===== src/rtl/branch_resolve_unit.sv =====
// Branch resolve unit: consumes the prediction queue head, compares it with the
// execute-stage outcome, and sequences fetch redirect plus pipeline flush on a mispredict.
module branch_resolve_unit #(
  parameter int DEPTH        = 3,
  parameter int FLUSH_CYCLES = 2,
  parameter int CNT_WIDTH    = 16,
  localparam int OCC_W       = $clog2(DEPTH + 1)
) (
  input  logic                 clk,
  input  logic                 rst_n,
  input  logic                 stall,
  input  logic                 pred_load,
  input  logic                 q_prediction,
  input  logic [15:0]          q_mispredict_address,
  input  logic                 br_valid,
  input  logic                 br_taken,
  output logic                 update_predictions,
  output logic                 correct_prediction,
  output logic                 redirect_valid,
  output logic [15:0]          redirect_pc,
  output logic                 flush,
  output logic [OCC_W-1:0]     occupancy,
  output logic [CNT_WIDTH-1:0] branch_count,
  output logic [CNT_WIDTH-1:0] mispredict_count,
  output logic                 underflow_err,
  output logic                 overflow_err
);

  typedef enum logic [1:0] {RUN, REDIRECT, FLUSH} state_t;

  localparam logic [OCC_W-1:0] OCC_MAX    = OCC_W'(DEPTH);
  localparam logic [3:0]       FLUSH_INIT = 4'(FLUSH_CYCLES);

  state_t                 r_state, w_state_nxt;
  logic [3:0]             r_flush_cnt, w_flush_cnt_nxt;
  logic [OCC_W-1:0]       r_occ, w_occ_nxt;
  logic [15:0]            r_redirect_pc;
  logic [CNT_WIDTH-1:0]   r_branch_cnt, r_mispredict_cnt;
  logic                   r_underflow, r_overflow;
  logic                   w_run, w_resolve, w_correct, w_mispredict;
  logic                   w_underflow, w_overflow;

  function automatic logic [CNT_WIDTH-1:0] sat_inc(input logic [CNT_WIDTH-1:0] v);
    return (&v) ? v : v + 1'b1;
  endfunction

  always_comb begin
    w_run        = rst_n & ~stall & (r_state == RUN);
    w_resolve    = w_run & br_valid & (r_occ != '0);
    w_correct    = w_resolve & (br_taken == q_prediction);
    w_mispredict = w_resolve & ~w_correct;
    // An empty-queue resolve is a protocol error, never a real branch
    w_underflow  = w_run & br_valid & (r_occ == '0);
    w_overflow   = w_run & pred_load & (r_occ == OCC_MAX) & ~w_correct;
  end

  always_comb begin
    w_state_nxt     = r_state;
    w_flush_cnt_nxt = r_flush_cnt;
    if (!stall) begin
      case (r_state)
        RUN: if (w_mispredict) w_state_nxt = REDIRECT;
        REDIRECT: begin
          w_state_nxt     = FLUSH;
          w_flush_cnt_nxt = FLUSH_INIT;
        end
        FLUSH: begin
          if (r_flush_cnt <= 4'd1) begin
            w_state_nxt     = RUN;
            w_flush_cnt_nxt = '0;
          end else begin
            w_flush_cnt_nxt = r_flush_cnt - 1'b1;
          end
        end
        default: w_state_nxt = RUN;
      endcase
    end
  end

  always_comb begin
    w_occ_nxt = r_occ;
    if (w_run) begin
      if (w_mispredict)                        w_occ_nxt = '0;
      else if (w_correct && !pred_load)        w_occ_nxt = r_occ - 1'b1;
      else if (!w_correct && pred_load && r_occ != OCC_MAX)
                                               w_occ_nxt = r_occ + 1'b1;
    end
  end

  always_ff @(posedge clk or negedge rst_n) begin
    if (!rst_n) begin
      r_state          <= RUN;
      r_flush_cnt      <= '0;
      r_occ            <= '0;
      r_redirect_pc    <= '0;
      r_branch_cnt     <= '0;
      r_mispredict_cnt <= '0;
      r_underflow      <= 1'b0;
      r_overflow       <= 1'b0;
    end else begin
      r_state     <= w_state_nxt;
      r_flush_cnt <= w_flush_cnt_nxt;
      r_occ       <= w_occ_nxt;
      if (w_mispredict) r_redirect_pc <= q_mispredict_address;
      if (w_resolve)    r_branch_cnt <= sat_inc(r_branch_cnt);
      if (w_mispredict) r_mispredict_cnt <= sat_inc(r_mispredict_cnt);
      if (w_underflow)  r_underflow <= 1'b1;
      if (w_overflow)   r_overflow  <= 1'b1;
    end
  end

  assign update_predictions = w_resolve;
  assign correct_prediction = w_correct;
  assign redirect_valid     = (r_state == REDIRECT);
  assign flush              = (r_state == REDIRECT) | (r_state == FLUSH);
  assign redirect_pc        = r_redirect_pc;
  assign occupancy          = r_occ;
  assign branch_count       = r_branch_cnt;
  assign mispredict_count   = r_mispredict_cnt;
  assign underflow_err      = r_underflow;
  assign overflow_err       = r_overflow;

endmodule


===== config.mk =====
export PLATFORM = sky130hd
export DESIGN_NAME = branch_resolve_unit
export DESIGN_NICKNAME = d
export VERILOG_FILES = /design/src/rtl/branch_resolve_unit.sv
export SDC_FILE = /design/constraint.sdc
export NUM_CORES = 1
export LEC_CHECK = 0
export BUFFER_PORTS_ARGS = -buffer_cell sky130_fd_sc_hd__buf_4
export CAP_MARGIN = 20
export CORE_MARGIN = 5
export CORE_UTILIZATION = 45
export CTS_CLUSTER_DIAMETER = 150
export DETAILED_ROUTE_END_ITERATION = 16
export PLACE_DENSITY_LB_ADDON = 0.12
export SLEW_MARGIN = 40
export SYNTH_ARGS = -nofsm -noshare
export SYNTH_HDL_FRONTEND = slang
export SYNTH_SLANG_ARGS = --single-unit
export TNS_END_PERCENT = 50

===== constraint.sdc =====
create_clock -name clk -period 5.8 [get_ports clk]
set_input_delay 1.16 -clock clk [delete_from_list [all_inputs] [get_ports clk]]
set_output_delay 1.16 -clock clk [all_outputs]
set_load 0.02 [all_outputs]

After elaboration in Yosys (flattened, before gate mapping)
Cells that the tools add are included.

$add $sub $neg: 5. Order comparisons: 1. Eq/ne operators: 7. Muxes and demuxes: 8. Bitwise operators: 15. Reduce and logical (&&, ||, !) cells: 17.

Operators by type and width (number): 16-bit by 1-bit adder with 16-bit output, second input constant (2); 16-bit AND reduction (2); 1-bit AND (10); 2-bit two-way mux (5); 4-bit one-hot mux with 2 select lines (1); 2-bit AND reduction (4); 2-bit inequality test, second input constant (3); 2-bit one-hot mux with 3 select lines (1); 2-bit == test, second input constant (2); 4-bit by 1-bit less-or-equal comparator with 1-bit output, second input constant (1); 2-bit zero test (2); 4-bit two-way mux (1); 1-bit NOT (4); 2-bit nonzero test (2); 4-bit by 1-bit subtractor with 4-bit output, second input constant (1); 1-bit logical AND (3); 3-bit AND reduction (1); 3-bit nonzero test (1); 2-bit by 1-bit adder with 2-bit output, second input constant (1); 2-bit by 1-bit == test with 1-bit output, second input constant (1); 1-bit zero test (2); 2-bit by 1-bit subtractor with 2-bit output, second input constant (1); 1-bit == test (1); 1-bit OR (1).

Flip-flop bits (word level): 58. Input port bits: 23. Output and inout port bits: 56. Word-level logic and storage cells: 61.

Depth between registers and ports, before layout
Depth in word-level cells: 12. Mapped depth: 8. Mapped depth without buffers: 6.

Least setup slack after synthesis
OpenSTA, ideal clock, no wires.

Path type: input-to-output. From: in stall. To: out correct_prediction. Data arrival time: 1.901 ns. Required time: 4.640 ns. Slack: 2.739 ns. Stages on the path: 3. Path buffers: 0. Cells stage by stage: and3b_1 nand2_1 nor2_1.

Longest elaborated chain between the ends: 6.

RTL lines: start: declaration (RTL line 11) `input logic stall,`; 1-bit NOT (no source line); 1-bit AND (2 in a row) (RTL line 48) `w_run = rst_n & ~stall & (r_state == RUN);`; 1-bit AND (2 in a row) (RTL line 49) `w_resolve = w_run & br_valid & (r_occ != '0);`; 1-bit AND (RTL line 50) `w_correct = w_resolve & (br_taken == q_prediction);`; end: declaration (RTL line 18) `output logic correct_prediction,`.

Every way passes these cells.

Final worst setup path
Same ends and word-level chain as after synthesis.

==> impl_metrics.py <==
metrics = {
    "yosys": {
        "syn-instance-count": 282,
        "synthAdderAreaFrac_pct": 3.09,
        "synth_area_leader_cell": "dfrtp_1",
        "ys.flop_type": "dfrtp_1",
        "muxShareOfSynthArea_pct": 2.74,
        "ys_seq_area_share_pct": 51.3,
        "synth_compound_area_share_pct": 8.88,
        "syn-mean-instance-area_um2": 10.0,
        "yosys_warnings": 0,
        "synthSimpleGateAreaFrac_pct": 23.2,
        "ys_async_sr_fraction_pct": 100,
        "ys_seq_elements": 58,
        "synth_xor_area_share_pct": 8.35,
        "syn_area_um2": 2830,
        "syn_nets": 312,
        "yosysTopAreaCellShare_pct": 51.3,
        "synth_top_family_by_area": "simple AND/OR/NAND/NOR gates",
        "synth_edf_count": 0,
        "synthDistinctLibCells": 42,
        "synth_area_leaders": "dfrtp_1, nand2_1, xor2_1, xnor2_1, ha_1",
    },
    "final_layout": {
        "drive_gt1_share_pct": 29.3,
        "antenna_cells": 0,
        "fin_cells": 446,
        "fin_util_pct": 59.2,
        "fillers": 577,
        "finalNetCount": 394,
        "design_area_um2": 3690,
        "final_common_cell": "buf_4",
        "syn_to_final_growth_pct": 30.4,
        "most-common-layout-cells": "buf_4, nand2_1, dfrtp_1",
    },
    "route": {
        "drt_first_iter_violations": 49,
        "ant_nets": 0,
        "vias_per_cell": 5.23,
        "routed-via-count": 2334,
        "drcViolationCount": 0,
        "routed_wl_mm": 6.36,
        "firstDrtPassIters": 4,
        "post_drt_wl_per_cell_um": 14.3,
    },
    "pwr": {
        "p_leak_uw": 0.00184,
        "p_switching_uw": 520,
        "sequentialPowerShare_pct": 40.6,
        "peakVddDrop_mv": 0.232,
        "cell_internal_pwr_uw": 940,
        "swShare_pct": 35.6,
        "clkPwrFrac_pct": 26.1,
        "share_comb_of_total_power_pct": 33.3,
        "power.density_nw_per_um2": 395,
    },
    "place": {
        "place_inst": 430,
        "dp_hpwl_mm": 4.61,
        "portBuffers": 78,
        "placed_cell_area_um2": 3480,
        "preCtsSetupSlack_ns": 2.22,
        "gp_congestion": 0.730,
    },
    "worst_setup_path": {
        "crit_start": "stall",
        "reg2reg_to": "mispredict_count[14]",
        "r2r_cells": 6,
        "r2r_slack_ns": 3.28,
        "r2r-start": "r_state[1]",
        "critPathKind": "input pin to output pin",
        "crit_required_ns": 4.64,
        "crit_path_start_kind": "input pin",
        "cp_max_fo": 14,
        "arrival_ns": 2.44,
        "cp-end-kind": "output pin",
        "cp-endpoint": "correct_prediction",
    },
    "timing": {
        "hold_viol": 0,
        "final-setup-viol-count": 0,
        "layout_setup_ws_ns": 2.20,
        "finalCritPeriodShare_pct": 62.1,
        "clock_skew_ns": 0.00690,
        "finalSetupTns_ns": 0,
        "slew_headroom_pct": 63.6,
        "rsz0062_at_grt": "false",
        "slew_viol_final": 0,
        "worst_pin_slew_ns": 0.545,
        "period_minus_slack_ns": 3.60,
        "fmax_mhz": 278,
    },
    "die": {
        "rows": 29,
        "coreArea_um2": 6240,
        "fp.dieW_um": 89.3,
        "dieArea_um2": 7980,
        "die_h_um": 89.3,
        "io_pins": 79,
        "start_util_pct": 45.4,
    },
    "flow_run": {
        "cap_viol_max_count": 0,
    },
    "cts": {
        "cts_buffers": 9,
        "cts.sinks": 58,
        "cts.path.max_buffers": 2,
        "root_buffer": "clkbuf_8",
        "cts_tree": "built",
        "insertion_delay_ns": 0.33,
        "cts_resized": 0,
        "cts_hold_buf": 0,
        "h-tree-depth": 3,
        "clkSlewWorstSetupHoldPaths_ns": 0.06,
        "post-cts-setup-buffer-count": 0,
    },
    "grt": {
        "grt_pass1_wl_mm": 11.0,
        "antenna_found_initial": 0,
        "track_usage_pct": 17.6,
        "grt_pass1_vias": 2343,
        "grt_max_degree": 59,
        "grt_overflow": 0,
    },
    "run_status": {
        "status": "complete, no violations",
    },
    "min_path": {
        "hold_class": "register to register",
    },
}
-- through the flow --
stage | hold WS [ns] | total power (uW)
after floorplan | 0.487 | 869
after global placement | 0.467 | 1080
after detailed placement | 0.468 | 1090
after CTS | 0.482 | 1480
after global routing | 0.508 | 1560
final | 0.476 | 1460
-- routing by layer --
metal	global-route usage [%]	up-vias	wire length (um)
met5	0	-	0
met4	6.09	0	59
met3	4.52	5	351
met2	27.9	53	3050
met1	23.5	1116	2910
li1	-	1160	-
-- Yosys cell counts (3+ instances only) --
| library cell | number |
|---|---|
| o211ai_1 | 7 |
| ha_1 | 7 |
| nand2b_1 | 3 |
| o21ai_0 | 4 |
| xnor2_1 | 13 |
| nand2_1 | 66 |
| and4_1 | 3 |
| inv_1 | 8 |
| a31oi_1 | 5 |
| nor3_1 | 10 |
| dfrtp_1 | 58 |
| buf_2 | 3 |
| nor4_1 | 6 |
| nand3_1 | 7 |
| xor2_1 | 14 |
| o21a_1 | 3 |
| and2_1 | 4 |
| clkbuf_1 | 3 |
| mux2_2 | 6 |
| and3_1 | 6 |
| o2111ai_1 | 6 |
| nor2_1 | 12 |
| nand4_1 | 8 |
-- worst max-delay path, stage by stage --
cell	delay, ns
buf_4	0.13
and3b_1	0.49
nand2_1	0.29
nor2_1	0.21
buf_4	0.16
-- flip-flops by register name, summed over array words and instances (netlist names) --
name	flops
branch_count	16
redirect_pc	16
r_flush_cnt	4
overflow_err	1
occupancy	2
mispredict_count	16
r_state	2
underflow_err	1
-- power by group through the flow --
stage               combinational (uW)  sequential (uW)  clock, uW
floorplan                          173              696          0
global placement                   486              599          0
detailed placement                 494              599          0
CTS                                495              593        390
global route                       544              608        407
finish                             486              593        381
-- area by class of cell --
cell class | instances | area [um2] | share of cell area (%)
repair buffers | 79 | 597 | 16.2
clock buffers | 11 | 151 | 4.10
well taps | 77 | 96.3 | 2.61
flip-flops and latches | 58 | 1450 | 39.3
multi-input cells | 208 | 1320 | 35.6
inverters | 8 | 30.0 | 0.813
clock inverters | 5 | 52.6 | 1.42
-- worst min-delay path by stage --
stage                               from              to  slack, ns  depth (start not counted)
final                     redirect_pc[2]  redirect_pc[2]       0.48                          2
after global routing      redirect_pc[1]  redirect_pc[1]       0.51                          2
after CTS                 redirect_pc[2]  redirect_pc[2]       0.48                          2
after detailed placement  redirect_pc[9]  redirect_pc[9]       0.47                          2
after global placement    redirect_pc[4]  redirect_pc[4]       0.47                          2
after floorplan           r_flush_cnt[1]  r_flush_cnt[1]       0.49                          1
-- cell families after synthesis --
kind of cell,after synthesis
flip-flops,58
adder cells (fa/ha/maj),7
AO/OA/AOI/OAI,34
AND/OR/NAND/NOR,133
XOR/XNOR,27
multiplexers,7
buffers and inverters,16
(Power assumes the default switching activity.)
